## src/rtl/uart_tx_fifo.sv

```systemverilog
// uart_tx_fifo: 8N1 UART transmitter (LSB first, idle-high) fed by a small write FIFO.
// Latency: a byte written into an empty, idle block is popped one edge later and the
//   start bit begins on that same edge; queued bytes follow with no idle gap.
// Backpressure: tx_full is high while FIFO_DEPTH bytes are queued; a tx_start seen
//   while full is dropped and latches tx_ovf until reset.
// Ports:
//   clk50m   in   system clock, rising edge
//   rst_n    in   asynchronous reset, active low
//   tx_data  in   [7:0] byte to queue, sampled with tx_start
//   tx_start in   one-cycle write strobe
//   tx_full  out  FIFO holds FIFO_DEPTH bytes
//   tx_ovf   out  sticky overflow flag
//   tx_idle  out  FSM idle and FIFO empty
//   tx       out  registered serial line
module uart_tx_fifo #(
   parameter int FCLK       = 50_000_000,
   parameter int BAUD       = 115_200,
   parameter int FIFO_DEPTH = 4
) (
   input  logic       clk50m,
   input  logic       rst_n,
   input  logic [7:0] tx_data,
   input  logic       tx_start,
   output logic       tx_full,
   output logic       tx_ovf,
   output logic       tx_idle,
   output logic       tx
);

   localparam int CLKS_PER_BIT = FCLK / BAUD;
   localparam int BW           = (CLKS_PER_BIT > 1) ? $clog2(CLKS_PER_BIT) : 1;
   localparam int AW           = $clog2(FIFO_DEPTH);
   localparam int CW           = AW + 1;

   localparam logic [BW-1:0] BAUD_LAST = BW'(CLKS_PER_BIT - 1);
   localparam logic [CW-1:0] DEPTH_C   = CW'(FIFO_DEPTH);

   typedef enum logic [1:0] {
      S_IDLE,
      S_START,
      S_DATA,
      S_STOP
   } state_t;

   // ---------------------------------------------------------------
   // Registered state
   // ---------------------------------------------------------------
   state_t          state;
   logic [BW-1:0]   baud_cnt;
   logic [2:0]      bit_idx;
   logic [7:0]      shift;
   logic [7:0]      mem [FIFO_DEPTH];
   logic [AW-1:0]   wr_ptr;
   logic [AW-1:0]   rd_ptr;
   logic [CW-1:0]   count;

   // ---------------------------------------------------------------
   // Next-state values
   // ---------------------------------------------------------------
   state_t          state_nxt;
   logic [BW-1:0]   baud_nxt;
   logic [2:0]      bit_nxt;
   logic [7:0]      shift_nxt;
   logic [CW-1:0]   count_nxt;
   logic            tx_nxt;
   logic            push;
   logic            pop;
   logic            bit_end;
   logic            fifo_has_data;

   // tx_full is registered and always equals (count == FIFO_DEPTH), so a write in
   // the same cycle as a pop from a full FIFO is still dropped.
   assign push          = tx_start & ~tx_full;
   assign bit_end       = (baud_cnt == BAUD_LAST);
   assign fifo_has_data = (count != '0);

   // ---------------------------------------------------------------
   // FSM next state and datapath
   // ---------------------------------------------------------------
   always_comb begin
      state_nxt = state;
      baud_nxt  = baud_cnt;
      bit_nxt   = bit_idx;
      shift_nxt = shift;
      pop       = 1'b0;

      unique case (state)
         S_IDLE: begin
            if (fifo_has_data) begin
               pop       = 1'b1;
               shift_nxt = mem[rd_ptr];
               baud_nxt  = '0;
               state_nxt = S_START;
            end
         end

         S_START: begin
            if (bit_end) begin
               baud_nxt  = '0;
               bit_nxt   = 3'd0;
               state_nxt = S_DATA;
            end else begin
               baud_nxt  = baud_cnt + 1'b1;
            end
         end

         S_DATA: begin
            if (bit_end) begin
               baud_nxt  = '0;
               shift_nxt = {1'b0, shift[7:1]};
               if (bit_idx == 3'd7) begin
                  state_nxt = S_STOP;
               end else begin
                  bit_nxt   = bit_idx + 3'd1;
               end
            end else begin
               baud_nxt  = baud_cnt + 1'b1;
            end
         end

         S_STOP: begin
            if (bit_end) begin
               baud_nxt = '0;
               // Chain straight into the next start bit when more data waits.
               if (fifo_has_data) begin
                  pop       = 1'b1;
                  shift_nxt = mem[rd_ptr];
                  state_nxt = S_START;
               end else begin
                  state_nxt = S_IDLE;
               end
            end else begin
               baud_nxt = baud_cnt + 1'b1;
            end
         end

         default: begin
            state_nxt = S_IDLE;
         end
      endcase
   end

   // The line level is computed from the next state so the tx flop changes on the
   // same edge as the FSM; DATA uses the post-shift value so each bit appears the
   // moment its bit period begins.
   always_comb begin
      tx_nxt = 1'b1;
      unique case (state_nxt)
         S_START: tx_nxt = 1'b0;
         S_DATA:  tx_nxt = shift_nxt[0];
         default: tx_nxt = 1'b1;
      endcase
   end

   always_comb begin
      count_nxt = count;
      unique case ({push, pop})
         2'b10:   count_nxt = count + 1'b1;
         2'b01:   count_nxt = count - 1'b1;
         default: count_nxt = count;
      endcase
   end

   // ---------------------------------------------------------------
   // Sequential logic
   // ---------------------------------------------------------------
   always_ff @(posedge clk50m or negedge rst_n) begin
      if (!rst_n) begin
         state    <= S_IDLE;
         baud_cnt <= '0;
         bit_idx  <= 3'd0;
         shift    <= 8'h00;
         wr_ptr   <= '0;
         rd_ptr   <= '0;
         count    <= '0;
         tx       <= 1'b1;
         tx_full  <= 1'b0;
         tx_idle  <= 1'b1;
         tx_ovf   <= 1'b0;
      end else begin
         state    <= state_nxt;
         baud_cnt <= baud_nxt;
         bit_idx  <= bit_nxt;
         shift    <= shift_nxt;
         count    <= count_nxt;
         tx       <= tx_nxt;
         tx_full  <= (count_nxt == DEPTH_C);
         tx_idle  <= (state_nxt == S_IDLE) && (count_nxt == '0);
         if (tx_start && tx_full) begin
            tx_ovf <= 1'b1;
         end
         // Pointer width is log2(FIFO_DEPTH), so the increments wrap naturally.
         if (push) begin
            wr_ptr <= wr_ptr + 1'b1;
         end
         if (pop) begin
            rd_ptr <= rd_ptr + 1'b1;
         end
      end
   end

   // Storage needs no reset: the pointers and count define which entries are valid.
   always_ff @(posedge clk50m) begin
      if (push) begin
         mem[wr_ptr] <= tx_data;
      end
   end

endmodule

```

## config.mk

```make
export PLATFORM = sky130hd
export DESIGN_NAME = uart_tx_fifo
export DESIGN_NICKNAME = d
export VERILOG_FILES = /design/src/rtl/uart_tx_fifo.sv
export SDC_FILE = /design/constraint.sdc
export NUM_CORES = 1
export LEC_CHECK = 0
export CAP_MARGIN = 10
export CORE_AREA = 10 10 90 92
export DETAILED_ROUTE_END_ITERATION = 10
export DIE_AREA = 0 0 100 102
export DONT_BUFFER_PORTS = 1
export PLACE_DENSITY = 0.68
export SKIP_CTS_REPAIR_TIMING = 1
export SLEW_MARGIN = 40
export SYNTH_ARGS = -nofsm -noshare
export SYNTH_HDL_FRONTEND = slang
export SYNTH_SLANG_ARGS = --single-unit
```

## constraint.sdc

```tcl
create_clock -name clk50m -period 5.02 [get_ports clk50m]
set_input_delay 0.753 -clock clk50m [delete_from_list [all_inputs] [get_ports clk50m]]
set_output_delay 0.753 -clock clk50m [all_outputs]
set_load 0.02 [all_outputs]
```

# After elaboration in Yosys (flattened, before gate mapping)
# Memories as Yosys holds them, arrays and structs flattened.
# Cells that the tools add are included.
# totals
reg_bits	33
ram_bits	32
input_bits	11
output_inout_bits	4
n_memories	1
# classes
add_sub_neg	6
n_eq_ne	15
n_mux	25
n_bitwise	2
n_reduce_logical	11
# memory_table
name	words	word_bits	read_ports	rd_ports_with_merged_regs	wr	line_no	source
mem	4	8	1	0	1	52	logic [7:0] mem [FIFO_DEPTH];
# op_table
op	n
$mux 8	3
$pmux 8 s3	1
$mux 9	2
$pmux 9 s2	1
$pmux 3 s2	2
$mux 2	5
$ne 2x2->1 const B	5
$add 9x1->9 const B	1
$eq 9x9->1 const B	1
$mux 3	3
$eq 2x2->1 const B	4
$pmux 2 s4	1
$add 3x1->3 const B	2
$eq 2x1->1 const B	3
$eq 3x3->1 const B	2
$reduce_bool 3->1	2
$mux 1	5
$add 2x1->2 const B	2
$logic_not 2->1	2
$pmux 1 s2	2
$reduce_and 4->1	1
$logic_not 3->1	1
$reduce_and 3->1	1
$reduce_or 3->1	1
5 further kinds	6

# Logic depth before layout (Yosys ltp)
# Gate-level depths: netlist (run 1).
# depth
ltp_word	8
ltp_mapped	12

# Worst setup path after synthesis (run 1)
# Ideal clock, no wire load.
# synth_timing
kind	reg-to-reg
from	reg baud_cnt[3]
to	reg tx_idle
setup_time_ns	0.090
t_arrival_ns	2.630
required_ns	4.930
setup_slack_ns	2.300
path_stages_with_launch	10
path_buffers	0
cell_sequence	dfrtp_1 > nor4b_1 > a31oi_1 > nor3_1 > ha_1 > inv_1 > fa_1 > mux2i_1 > or2_2 > nor4_2
# synth_via
elab_chain_len	7
elab_cells_between_ends	13
classes_between	eq/ne (3); mux (7); reduce/logical (3)
# synth_rtl
element	line_no	source
from (decl)	49	logic [BW-1:0] baud_cnt;
from (signal assigned)	182	baud_cnt <= baud_nxt;
$eq 9x9->1 *	74	assign bit_end = (baud_cnt == BAUD_LAST);
$mux 1 *	122	if (bit_end) begin
$pmux 1 s2 *	87	unique case (state)
named net pop	67	logic pop;
$eq 2x1->1 or $eq 2x2->1 (tied branches)	157	unique case ({push, pop})
$pmux 3 s2 *	157	
named net count_nxt[1]	64	logic [CW-1:0] count_nxt;
$logic_not 3->1 *	188	tx_idle <= (state_nxt == S_IDLE) && (count_nxt == '0);
$logic_and 1x1->1 *	188	
to (signal assigned)	188	
to (decl)	26	output logic tx_idle,
# Mark *: on every way through the listed nets, which the timed path passes. The rest lies on a longest branch.
# A chain may end at the register's enable or synchronous reset.

# Worst setup path after layout (run 1)
# layout_timing
from	reg baud_cnt[3]
to	reg tx_full
# layout_via
elab_chain_len	6
elab_cells_between_ends	7
classes_between	eq/ne (4); mux (3)
# layout_rtl
element	line_no	source
$eq 9x9->1 *	74	
$mux 1 *	122	
$pmux 1 s2 *	87	
named net pop	67	
$eq 2x1->1 or $eq 2x2->1 (tied branches)	157	
$pmux 3 s2 *	157	
named net count_nxt[2]	64	
$eq 3x3->1 *	187	tx_full <= (count_nxt == DEPTH_C);
to (signal assigned)	187	
to (decl)	24	output logic tx_full,
# Marks and branches as above.

==> metrics.md, run 1 <==
| Metric | Value |
|---|---|
| Leakage | `1.32 nW` |
| Compound-cell area share of the yosys netlist | `11.9%` |
| Max_cap viols | `0` |
| Initial antenna violation count | `0` |
| Crit Path Class | `register to register` |
| Core footprint | `6280 um2` |
| Worst Skew | `10.1 ps` |
| Power Density | `539 nW/um2` |
| Max Freq | `321 MHz` |
| Required time worst endpoint | `5300 ps` |
| WL met1 | `2380 um` |
| Clock root cell | `clkbuf_8` |
| Top post-synthesis cells by area | `edfxtp_1, dfrtp_1, mux4_2, ha_1, nand2_1` |
| Worst-Skew Late Latency | `340 ps` |
| Total CTS buffers | `9` |
| Top_reg_cell synth | `edfxtp_1` |
| Via density | `5.50` |
| Sequential fraction of the synthesis area | `58.4%` |
| Cell family with the largest share of critical-path delay | `simple AND/OR/NAND/NOR gates` |
| Final Setup Violations | `0` |
| Final Routed Wirelength | `5400 um` |
| Synth unique cells | `43` |
| Adder-cell share of the synthesized area | `6.37%` |
| R2R Path Start | `baud_cnt[3]$_DFFE_PN0P_` |
| Initial Util | `48.8%` |
| Largest net degree at the start of global routing | `34` |
| Finished Cell Area | `3360 um2` |
| RePlAce Congestion | `0.835` |
| CP Max Fanout | `9` |
| Async S/R FF share, synth | `50.8%` |
| Synth top area share | `31.4%` |
| Clock slew at reported path FFs | `80 ps` |
| Unrepaired setup endpoints after global routing | `false` |
| Number of diodes | `0` |
| Final setup margin | `1910 ps` |
| Pwr Total | `0.00181 W` |
| Worst relative slew slack | `60.5%` |
| Vert. Die Dim | `102 um` |
| DRT Pass-1 Iters | `4` |
| Crit. End Element | `register` |
| Post-route ant nets | `0` |
| Vias in the first global route | `1882` |
| HPWL Detailed | `3760 um` |
| Vias | `1859` |
| Synth area leader | `edfxtp_1` |
| Post-Route Utilization | `53.5%` |
| Syn nets | `279` |
| Total track usage | `11.5%` |
| Most Frequent Cell on Critical Path | `xor2_1` |
| Crit-path cells | `nor4b_1 > a31oi_2 > nor3_1 > ha_1 > inv_1 > fa_1 > xor2_1 > nor2_1 > xor2_1 > nor2b_1` |
| WL met2 | `2680 um` |
| Status | `complete, no violations` |
| Post-Synthesis Cell Area | `3060 um2` |
| CTS sink cnt | `65` |
| Total grt overflow | `0` |
| Hold crit path type | `input port to async pin` |
| Layout cell share with drive strength beyond 1 | `13.4%` |
| Met3 WL | `247 um` |
| WL/cell | `16.0 um` |
| Max IR drop VDD | `0.284 mV` |
| Max Buffers Root-to-Sink | `2` |
| Syn_area_per_cell | `12.1 um2` |
| Post-Synth XOR/XNOR Area | `1.71%` |
| Simple-gate share of the synthesized area | `12.6%` |
| Sum Neg Setup Slack | `0 ps` |
| Fin crit share | `62.0%` |
| First-pass GRT wire length | `9290 um` |
| Detailed-route DRC error count | `0` |
| Critical path origin | `baud_cnt[3]$_DFFE_PN0P_` |
| Die X-Extent | `100 um` |
| Yosys warning count | `0` |
| Worst path buffer plus inverter count | `1` |
| Die area | `10200 um2` |
| Worst slew pin tran | `592 ps` |
| Place WS | `1960 ps` |
| Post-synth EDFFs | `32` |
| DR top layer | `met4` |
| Largest stage delay, worst path | `470 ps` |
| Slew Viols, Final | `0` |
| Largest family of logic cells by synthesized area | `simple AND/OR/NAND/NOR gates` |
| Drt initial violations | `116` |
| Synth Register Bits | `65` |
| Ports | `15` |
| Final Net Count | `282` |
| Dpl cell area | `3140 um2` |
| Data arrival, critical path | `3390 ps` |
| Post-synthesis mux area share | `6.21%` |
| Final Critical Period | `3110 ps` |
| H-tree depth | `3` |
| Buffers on Ports | `0` |
| Startpoint types | `register` |
| TritonCTS clock tree | `done` |
| Synth Instances | `253` |
| Area Growth Syn to Fin | `9.60%` |
| Hold Fails Final Rpt | `0` |
| Row count | `29` |
| CP max stage cell | `nor4b_1` |
==> flip-flops by register name, indices dropped and copies added, names as in the netlist <==
signal	count
mem	32
baud_cnt	9
shift	8
bit_idx	3
count	3
rd_ptr	2
state	2
wr_ptr	2
tx	1
tx_full	1
tx_idle	1
tx_ovf	1
==> final cells by class <==
| type | count | area [um2] |
|---|---|---|
| Sequential cell | 65 | 1790 |
| Clock inverter | 7 | 93.8 |
| Multi-Input combinational cell | 166 | 1200 |
| Timing Repair Buffer | 1 | 7.51 |
| Clock buffer | 9 | 124 |
| Tap cell | 77 | 96.3 |
| Fill cell | 551 | 2920 |
| Inverter | 13 | 48.8 |
==> layer usage <==
layer,vias up,global-route usage (%)
met3,9,4.12
met5,-,0
met4,0,5.33
met1,903,13.4
met2,28,18.7
li1,919,-
==> path summary, 6_finish.rpt <==
kind	to	slack, ps	depth (start not counted)
max	tx_full$_DFF_PN0_	1910	10
min	wr_ptr[0]$_DFFE_PN0P_	100	0
max reg2reg	tx_full$_DFF_PN0_	1910	10
min reg2reg	shift[5]$_DFFE_PN0P_	520	2
max in group asynchronous	tx$_DFF_PN1_	4750	0
min in group clk50m	mem[1][7]$_DFFE_PP_	500	0
==> synth_stat cells (2+ instances only) <==
cell type	count
ha_1	14
clkbuf_1	5
and2_1	5
inv_1	13
nand3_1	3
nor2b_1	2
nand2b_1	4
nand2_1	32
a31oi_1	2
buf_2	3
xor2_1	3
xnor2_1	3
mux4_2	8
edfxtp_1	32
nor3_1	3
dfrtp_1	31
o31ai_1	9
a22o_1	3
o21ai_0	19
dfstp_2	2
and3_1	4
nor2_1	12
a21oi_1	20
or2_2	2
==> cells in the final DEF (no fill, tap or decap), types with 2 or more instances in the layout <==
cell type,count
nand2_1,32
edfxtp_1,32
dfrtp_1,31
a21oi_1,19
o21ai_0,19
ha_1,14
inv_1,13
nor2_1,12
o31ai_1,9
clkbuf_8,9
mux4_2,8
and2_1,5
and3_1,4
nand2b_1,4
nor3_1,3
nand3_1,3
a22o_1,3
xnor2_1,3
xor2_1,3
nor2b_1,2
or2_2,2
bufinv_16,2
dfstp_2,2
==> where the power goes <==
group	switching, W	internal (W)	leakage [nW]	total [W]
logic	0.000282	0.000229	0.501	0.000511
registers	0.000120	0.000699	0.716	0.000819
clock network	0.000201	0.000279	0.107	0.000481
==> metrics by stage <==
stage / std cells / hold WS [ps]
after floorplan: 253 / 457
after global placement: 322 / 459
after detailed placement: 322 / 459
after CTS: 338 / 80.3
after global routing: 338 / 76.0
final: 338 / 98.3
==> kinds of logic after synthesis <==
kind of cell               after synthesis
AOI/OAI and AO/OA                       60
xor gates and xnor gates                 6
adders and majority gates               15
buffers and inverters                   22
DFF                                     65
muxes                                    9
and+or+nand+nor                         76
Note: power is estimated with default switching activity, not from simulation.
==> run 2, diff against run 1 <==
--- a/config.mk
+++ b/config.mk
@@ -10,7 +10,7 @@
 export DETAILED_ROUTE_END_ITERATION = 10
 export DIE_AREA = 0 0 100 102
 export DONT_BUFFER_PORTS = 1
-export PLACE_DENSITY = 0.68
+export PLACE_DENSITY = 0.71
 export SKIP_CTS_REPAIR_TIMING = 1
 export SLEW_MARGIN = 40
 export SYNTH_ARGS = -nofsm -noshare
==> constraint.sdc (replaced) <==
create_clock -name clk50m -period 2.5 [get_ports clk50m]
set_input_delay 0.375 -clock clk50m [delete_from_list [all_inputs] [get_ports clk50m]]
set_output_delay 0.375 -clock clk50m [all_outputs]
set_load 0.02 [all_outputs]
==> run 2 against run 1 <==
  * Sequential share of layout area is 3.1 points lower
  * Via count is 8.1% higher
  * Worst setup slack worse by 1900 ps
  * Clock-buffer cell count stayed put
  * Design area is 6.1% higher
  * Die area stayed put
  * Highest routed layer unchanged
  * Routed wire length is 1.8% higher
  * Hold slack better by 12 ps
  * Clock skew is 4.3 ps lower
  * Maximum frequency is 26% higher
  * Utilization is 3.3 points higher
==> metrics.md, run 2 (synthesis gave the netlist of run 1 again) <==
| Metric | Value |
|---|---|
| Status | `complete, no violations` |
| Buffers on Ports | `0 (unchanged)` |
| DRT Pass-1 Iters | `4 (unchanged)` |
| Layout cell share with drive strength beyond 1 | `22.8% (+9.4 points)` |
| Drt initial violations | `92 (-21%)` |
| Power Density | `1030 nW/um2 (+92%)` |
| Final Routed Wirelength | `5490 um (+1.8%)` |
| Psw | `0.00131 W (+120%)` |
| Final Critical Period | `2470 ps (-641 ps)` |
| Finished Cell Area | `3560 um2 (+6.1%)` |
| Hold Fails Final Rpt | `0 (unchanged)` |
| CTS sink cnt | `65 (unchanged)` |
| Worst path buffer plus inverter count | `2 (+1)` |
| Worst-Skew Late Latency | `350 ps (about the same)` |
| Largest stage delay, worst path | `380 ps (-90 ps)` |
| Data arrival, critical path | `2760 ps (-630 ps)` |
| Row count | `29 (unchanged)` |
| Sw Ratio | `35.6% (+2.3 points)` |
| Slew Viols, Final | `0 (unchanged)` |
| Clock power share | `22.6% (-4.0 points)` |
| Max_cap viols | `0 (unchanged)` |
| Clock root cell | `clkbuf_8` |
| Pwr Total | `0.00369 W (+100%)` |
| Final Setup Violations | `0 (unchanged)` |
| Total grt overflow | `0 (unchanged)` |
| Total CTS buffers | `9 (unchanged)` |
| R2R setup slack | `30 ps (-1880 ps)` |
| Post-route ant nets | `0 (unchanged)` |
| Leakage | `1.44 nW (+8.6%)` |
| Dpl cell area | `3320 um2 (+5.7%)` |
| Worst Skew | `5.82 ps (-4.32 ps)` |
| Area occupied by registers | `1790 um2 (unchanged)` |
| Max reg flops | `32 (unchanged)` |
| Sequential power share | `43.1% (-2.1 points)` |
| Vert. Die Dim | `102 um (unchanged)` |
| WL/cell | `15.2 um (-5.0%)` |
| Largest net degree at the start of global routing | `34 (unchanged)` |
| HPWL Detailed | `3930 um (+4.3%)` |
| Worst relative slew slack | `71.0% (+10 points)` |
| Crit Path Class | `register to register` |
| Max Freq | `404 MHz (+26%)` |
| Detailed-route DRC error count | `0 (unchanged)` |
| Required time worst endpoint | `2790 ps (-2510 ps)` |
| Hold Slack | `110 ps (+12.0 ps)` |
| Number of diodes | `0 (unchanged)` |
| Core footprint | `6280 um2 (unchanged)` |
| Final Net Count | `306 (+8.5%)` |
| H-tree depth | `3 (unchanged)` |
| Fin crit share | `98.9% (+37 points)` |
| Dpl cells | `341 (+5.9%)` |
| Ports | `15 (unchanged)` |
| Commonest non-fill, non-tap cells in the layout | `nand2_1, edfxtp_1, dfrtp_1, buf_4, a21oi_1` |
| Crit. End Element | `register` |
| Cell family with the largest share of critical-path delay | `simple AND/OR/NAND/NOR gates` |
| Hold crit path type | `input port to register` |
| Sum Neg Setup Slack | `0 ps (unchanged)` |
| Comb pwr share | `34.3% (+6.1 points)` |
| TritonCTS clock tree | `done` |
| Vias | `2009 (+8.1%)` |
| Max IR drop VDD | `0.747 mV (+160%)` |
| Max Buffers Root-to-Sink | `2 (unchanged)` |
| Pint | `0.00238 W (+97%)` |
| Worst slew pin tran | `435 ps (-157 ps)` |
| Startpoint types | `register` |
| Most flop-heavy register | `mem` |
| CP Max Fanout | `3 (-6)` |
| Area Growth Syn to Fin | `16.3%` |
| Clock slew at reported path FFs | `80 ps (about the same)` |
| Fillcell total | `514 (-6.7%)` |
| Initial antenna violation count | `0 (unchanged)` |
| Total track usage | `11.8% (+0.31 points)` |
| Top Registers | `mem (32), baud_cnt (9), shift (8)` |
| Die area | `10200 um2 (unchanged)` |
| Die X-Extent | `100 um (unchanged)` |
| Multi-input gate area | `1240 um2 (+3.7%)` |
| Initial Util | `48.8% (unchanged)` |
| RePlAce Congestion | `0.822 (-1.6%)` |
| Unrepaired setup endpoints after global routing | `true` |
| Via density | `5.55 (+0.90%)` |
| CP max stage cell | `dfrtp_1` |
| Crit-path cells | `inv_1 > ha_2 > and4_4 > a31oi_4 > nor3_4 > ha_2 > inv_2 > fa_2 > xor2_1 > nor2_1 > xor2_1 > nor2b_1` |
| First-pass GRT wire length | `9690 um (+4.3%)` |
| Vias in the first global route | `2032 (+8.0%)` |
| Final Non-Filler Cells | `362 (+7.1%)` |
run 2: cell types whose count changed in the layout (fill, tap and decap cells not counted), moves of 2 or more:
cell | previous run | this run
ha_2 | 0 | 2
inv_6 | 1 | 3
buf_4 | 1 | 23
bufinv_16 | 2 | 0
ha_1 | 14 | 12
run 2: worst paths after layout:
kind | end | cells past startpoint | start
worst max register to register | tx_full$_DFF_PN0_ | 12 | baud_cnt[1]$_DFFE_PN0P_
worst min-delay path | mem[1][3]$_DFFE_PP_ | 0 | tx_data[3]
min in group asynchronous | baud_cnt[5]$_DFFE_PN0P_ | 2 | rst_n
worst min register to register | rd_ptr[0]$_DFFE_PN0P_ | 1 | rd_ptr[0]$_DFFE_PN0P_
max in group asynchronous | tx_idle$_DFF_PN1_ | 2 | rst_n
worst max-delay path | tx_full$_DFF_PN0_ | 12 | baud_cnt[1]$_DFFE_PN0P_
run 2: power by group through the flow:
stage	combinational [W]	sequential (W)	clock, W
floorplan	0.000943	0.00156	0
global placement	0.00119	0.00160	0
finish	0.00126	0.00159	0.000835
global route	0.00143	0.00162	0.000898
CTS	0.00123	0.00159	0.000852
detailed placement	0.00122	0.00161	0
run 2: through the flow:
stage / setup WS [ps] / util, %
floorplan: 11.2 / -
global placement: 54.4 / 52.9
detailed placement: -35.6 / 52.9
CTS: -47.4 / 55.8
global route: -145 / 56.8
finish: 27.0 / 56.8
run 2: cell type report:
cell class | count | share of cell area [%]
well taps | 77 | 2.70
inverters | 13 | 1.37
clock buffers | 9 | 3.47
repair buffers | 25 | 5.69
multi-input cells | 166 | 34.9
clock inverters | 7 | 1.72
flip-flops and latches | 65 | 50.2
run 2: worst reg2reg max path: stages, from the launching register on:
cell     delay, ps
dfrtp_1        380
inv_1           60
ha_2           160
and4_4         240
a31oi_4        110
nor3_4         200
ha_2           220
inv_2           40
fa_2           320
xor2_1         140
nor2_1         130
xor2_1         240
nor2b_1        170
run 2: per-layer routing:
| layer | part of all wire (%) | vias up | GRT usage, % |
|---|---|---|---|
| met3 | 4.7 | 13 | 3.78 |
| met2 | 49 | 30 | 19.7 |
| met4 | 2.0 | 0 | 6.09 |
| met5 | 0 | - | 0 |
| li1 | - | 976 | - |
| met1 | 44 | 990 | 13.4 |
==> run 3, diff against run 2 <==
--- a/config.mk
+++ b/config.mk
@@ -7,6 +7,7 @@
 export LEC_CHECK = 0
 export CAP_MARGIN = 10
 export CORE_AREA = 10 10 90 92
+export CTS_CLUSTER_SIZE = 40
 export DETAILED_ROUTE_END_ITERATION = 10
 export DIE_AREA = 0 0 100 102
 export DONT_BUFFER_PORTS = 1
@@ -16,3 +17,4 @@
 export SYNTH_ARGS = -nofsm -noshare
 export SYNTH_HDL_FRONTEND = slang
 export SYNTH_SLANG_ARGS = --single-unit
+export TNS_END_PERCENT = 50
==> run 3 against run 2 <==
  * Non-clock buffer count unchanged
  * Sequential power about the same
  * Sequential share of layout area unchanged
  * Flip-flop and latch count unchanged
  * First-iteration DRC count down 6.5%
  * Largest cell class unchanged
  * Cell count unchanged
  * Routed wire length unchanged
  * Critical endpoint unchanged
  * Hold slack unchanged
==> metrics.md, run 3 (synthesis gave the netlist of run 1 again) <==
| Metric | Value |
|---|---|
| Status | `complete, no violations` |
| WL/cell | `15.2 um (unchanged)` |
| Worst slew pin tran | `435 ps (-0.00679 ps)` |
| Place WS | `-35.6 ps (unchanged)` |
| Ports | `15 (unchanged)` |
| Total grt overflow | `0 (unchanged)` |
| Final Net Count | `306 (unchanged)` |
| Unrepaired setup endpoints after global routing | `true` |
| Largest stage delay, worst path | `380 ps (about the same)` |
| Worst path buffer plus inverter count | `2 (unchanged)` |
| Crit-path cells | `inv_1 > ha_2 > and4_4 > a31oi_4 > nor3_4 > ha_2 > inv_2 > fa_2 > xor2_1 > nor2_1 > xor2_1 > nor2b_1` |
| Max Freq | `404 MHz (unchanged)` |
| TritonCTS clock tree | `done` |
| Fillcell total | `514 (unchanged)` |
| Final Routed Wirelength | `5490 um (unchanged)` |
| Number of diodes | `0 (unchanged)` |
| DRT Pass-1 Iters | `4 (unchanged)` |
| Clock root cell | `clkbuf_8` |
| Max reg flops | `32 (unchanged)` |
| Data arrival, critical path | `2760 ps (about the same)` |
| Slew Viols, Final | `0 (unchanged)` |
| Vert. Die Dim | `102 um (unchanged)` |
| Startpoint types | `register` |
| Row count | `29 (unchanged)` |
| Worst Skew | `5.82 ps (unchanged)` |
| Die X-Extent | `100 um (unchanged)` |
| Hold Slack | `110 ps (unchanged)` |
| H-tree depth | `3 (unchanged)` |
| Post-route ant nets | `0 (unchanged)` |
| Max_cap viols | `0 (unchanged)` |
| Critical path origin | `baud_cnt[1]$_DFFE_PN0P_` |
| Required time worst endpoint | `2790 ps (about the same)` |
| Hold Fails Final Rpt | `0 (unchanged)` |
| Power Density | `1030 nW/um2 (about the same)` |
| Area Growth Syn to Fin | `16.3% (unchanged)` |
| Crit. End Element | `register` |
| Dpl cells | `341 (unchanged)` |
| Drt initial violations | `86 (-6.5%)` |
| Layout cell share with drive strength beyond 1 | `22.8% (unchanged)` |
| R2R Path Start | `baud_cnt[1]$_DFFE_PN0P_` |
| Total track usage | `11.8% (unchanged)` |
| Most flop-heavy register | `mem` |
| CP max stage cell | `dfrtp_1` |
| Max Buffers Root-to-Sink | `2 (unchanged)` |
| Multi-input gate area | `1240 um2 (unchanged)` |
| Top Registers | `mem (32), baud_cnt (9), shift (8)` |
| Initial Util | `48.8% (unchanged)` |
| RePlAce Congestion | `0.822 (unchanged)` |
| Clock slew at reported path FFs | `80 ps (about the same)` |
| Detailed-route DRC error count | `0 (unchanged)` |
| CTS sink cnt | `65 (unchanged)` |
| Final Setup Violations | `0 (unchanged)` |
| Final setup margin | `27.0 ps (unchanged)` |
| Commonest non-fill, non-tap cells in the layout | `nand2_1, edfxtp_1, dfrtp_1, buf_4, a21oi_1` |
| Max IR drop VDD | `0.747 mV (about the same)` |
| Worst relative slew slack | `71.0% (about the same)` |
| First-pass GRT wire length | `9690 um (unchanged)` |
| Vias in the first global route | `2032 (unchanged)` |
| Cell family with the largest share of critical-path delay | `simple AND/OR/NAND/NOR gates` |
| Final Critical Period | `2470 ps (unchanged)` |
| Leakage | `1.44 nW (unchanged)` |
| Largest net degree at the start of global routing | `34 (unchanged)` |
| Total CTS buffers | `9 (unchanged)` |
| Hold crit path type | `input port to register` |
| Core footprint | `6280 um2 (unchanged)` |
| Via density | `5.55 (unchanged)` |
| Crit Path Class | `register to register` |
| Worst hold start | `tx_data[3]` |
| Vias | `2009 (unchanged)` |
| Initial antenna violation count | `0 (unchanged)` |
| Area occupied by registers | `1790 um2 (unchanged)` |
| Die area | `10200 um2 (unchanged)` |
| Final Non-Filler Cells | `362 (unchanged)` |
| CP Max Fanout | `3 (unchanged)` |
| Buffers on Ports | `0 (unchanged)` |
| HPWL Detailed | `3930 um (unchanged)` |
| Fin crit share | `98.9% (unchanged)` |
| Worst-Skew Late Latency | `350 ps (about the same)` |
==> run 3: cell counts in the layout (fill, tap and decap cells not counted) <==
No cell type changed its count.
==> run 3: path summary, 6_finish.rpt <==
kind,endpoint,slack (ps),cells after the start
worst min-delay path,mem[1][3]$_DFFE_PP_,110,0
min in group asynchronous,baud_cnt[5]$_DFFE_PN0P_,460,2
worst min register to register,rd_ptr[0]$_DFFE_PN0P_,500,1
worst max register to register,tx_full$_DFF_PN0_,30,12
max in group asynchronous,tx_idle$_DFF_PN1_,1790,2
worst max-delay path,tx_full$_DFF_PN0_,30,12
==> run 3: per-layer routing <==
layer  track usage, %  routed length, um  part of all wire, %
met4             6.09                110                  2.0
met3             3.78                256                  4.7
met5                0                  0                    0
met1             13.4               2420                   44
met2             19.7               2710                   49
==> run 3: worst reg2reg max path: cells and delay by family (launching register included) <==
kind | cells | cell delay [ps]
and+or+nand+nor | 4 | 740
AOI/OAI and AO/OA | 1 | 110
DFF | 1 | 380
buffers and inverters | 2 | 100
xor gates and xnor gates | 2 | 380
adders and majority gates | 3 | 700
==> run 3: stage by stage <==
step	total power [W]	util (%)	setup TNS, ps	cell area, um2
after floorplan	0.00250	-	0	3110
after global placement	0.00279	52.9	0	3320
after detailed placement	0.00283	52.9	-35.6	3320
after CTS	0.00367	55.8	-47.4	3500
after global routing	0.00395	56.8	-234	3560
final	0.00369	56.8	0	3560
==> run 3: area by class of cell <==
type	instances	area share, %
Inverter	13	1.37
Tap cell	77	2.70
Clock buffer	9	3.47
Sequential cell	65	50.2
Multi-Input combinational cell	166	34.9
Timing Repair Buffer	25	5.69
Clock inverter	7	1.72
==> run 3: report_power, final <==
| group | switching [W] | internal [W] | total [W] | leakage (nW) |
|---|---|---|---|---|
| clock | 0.000457 | 0.000377 | 0.000835 | 0.0888 |
| combinational | 0.000670 | 0.000594 | 0.00126 | 0.633 |
| sequential | 0.000184 | 0.00140 | 0.00159 | 0.716 |
| total | 0.00131 | 0.00238 | 0.00369 | 1.44 |
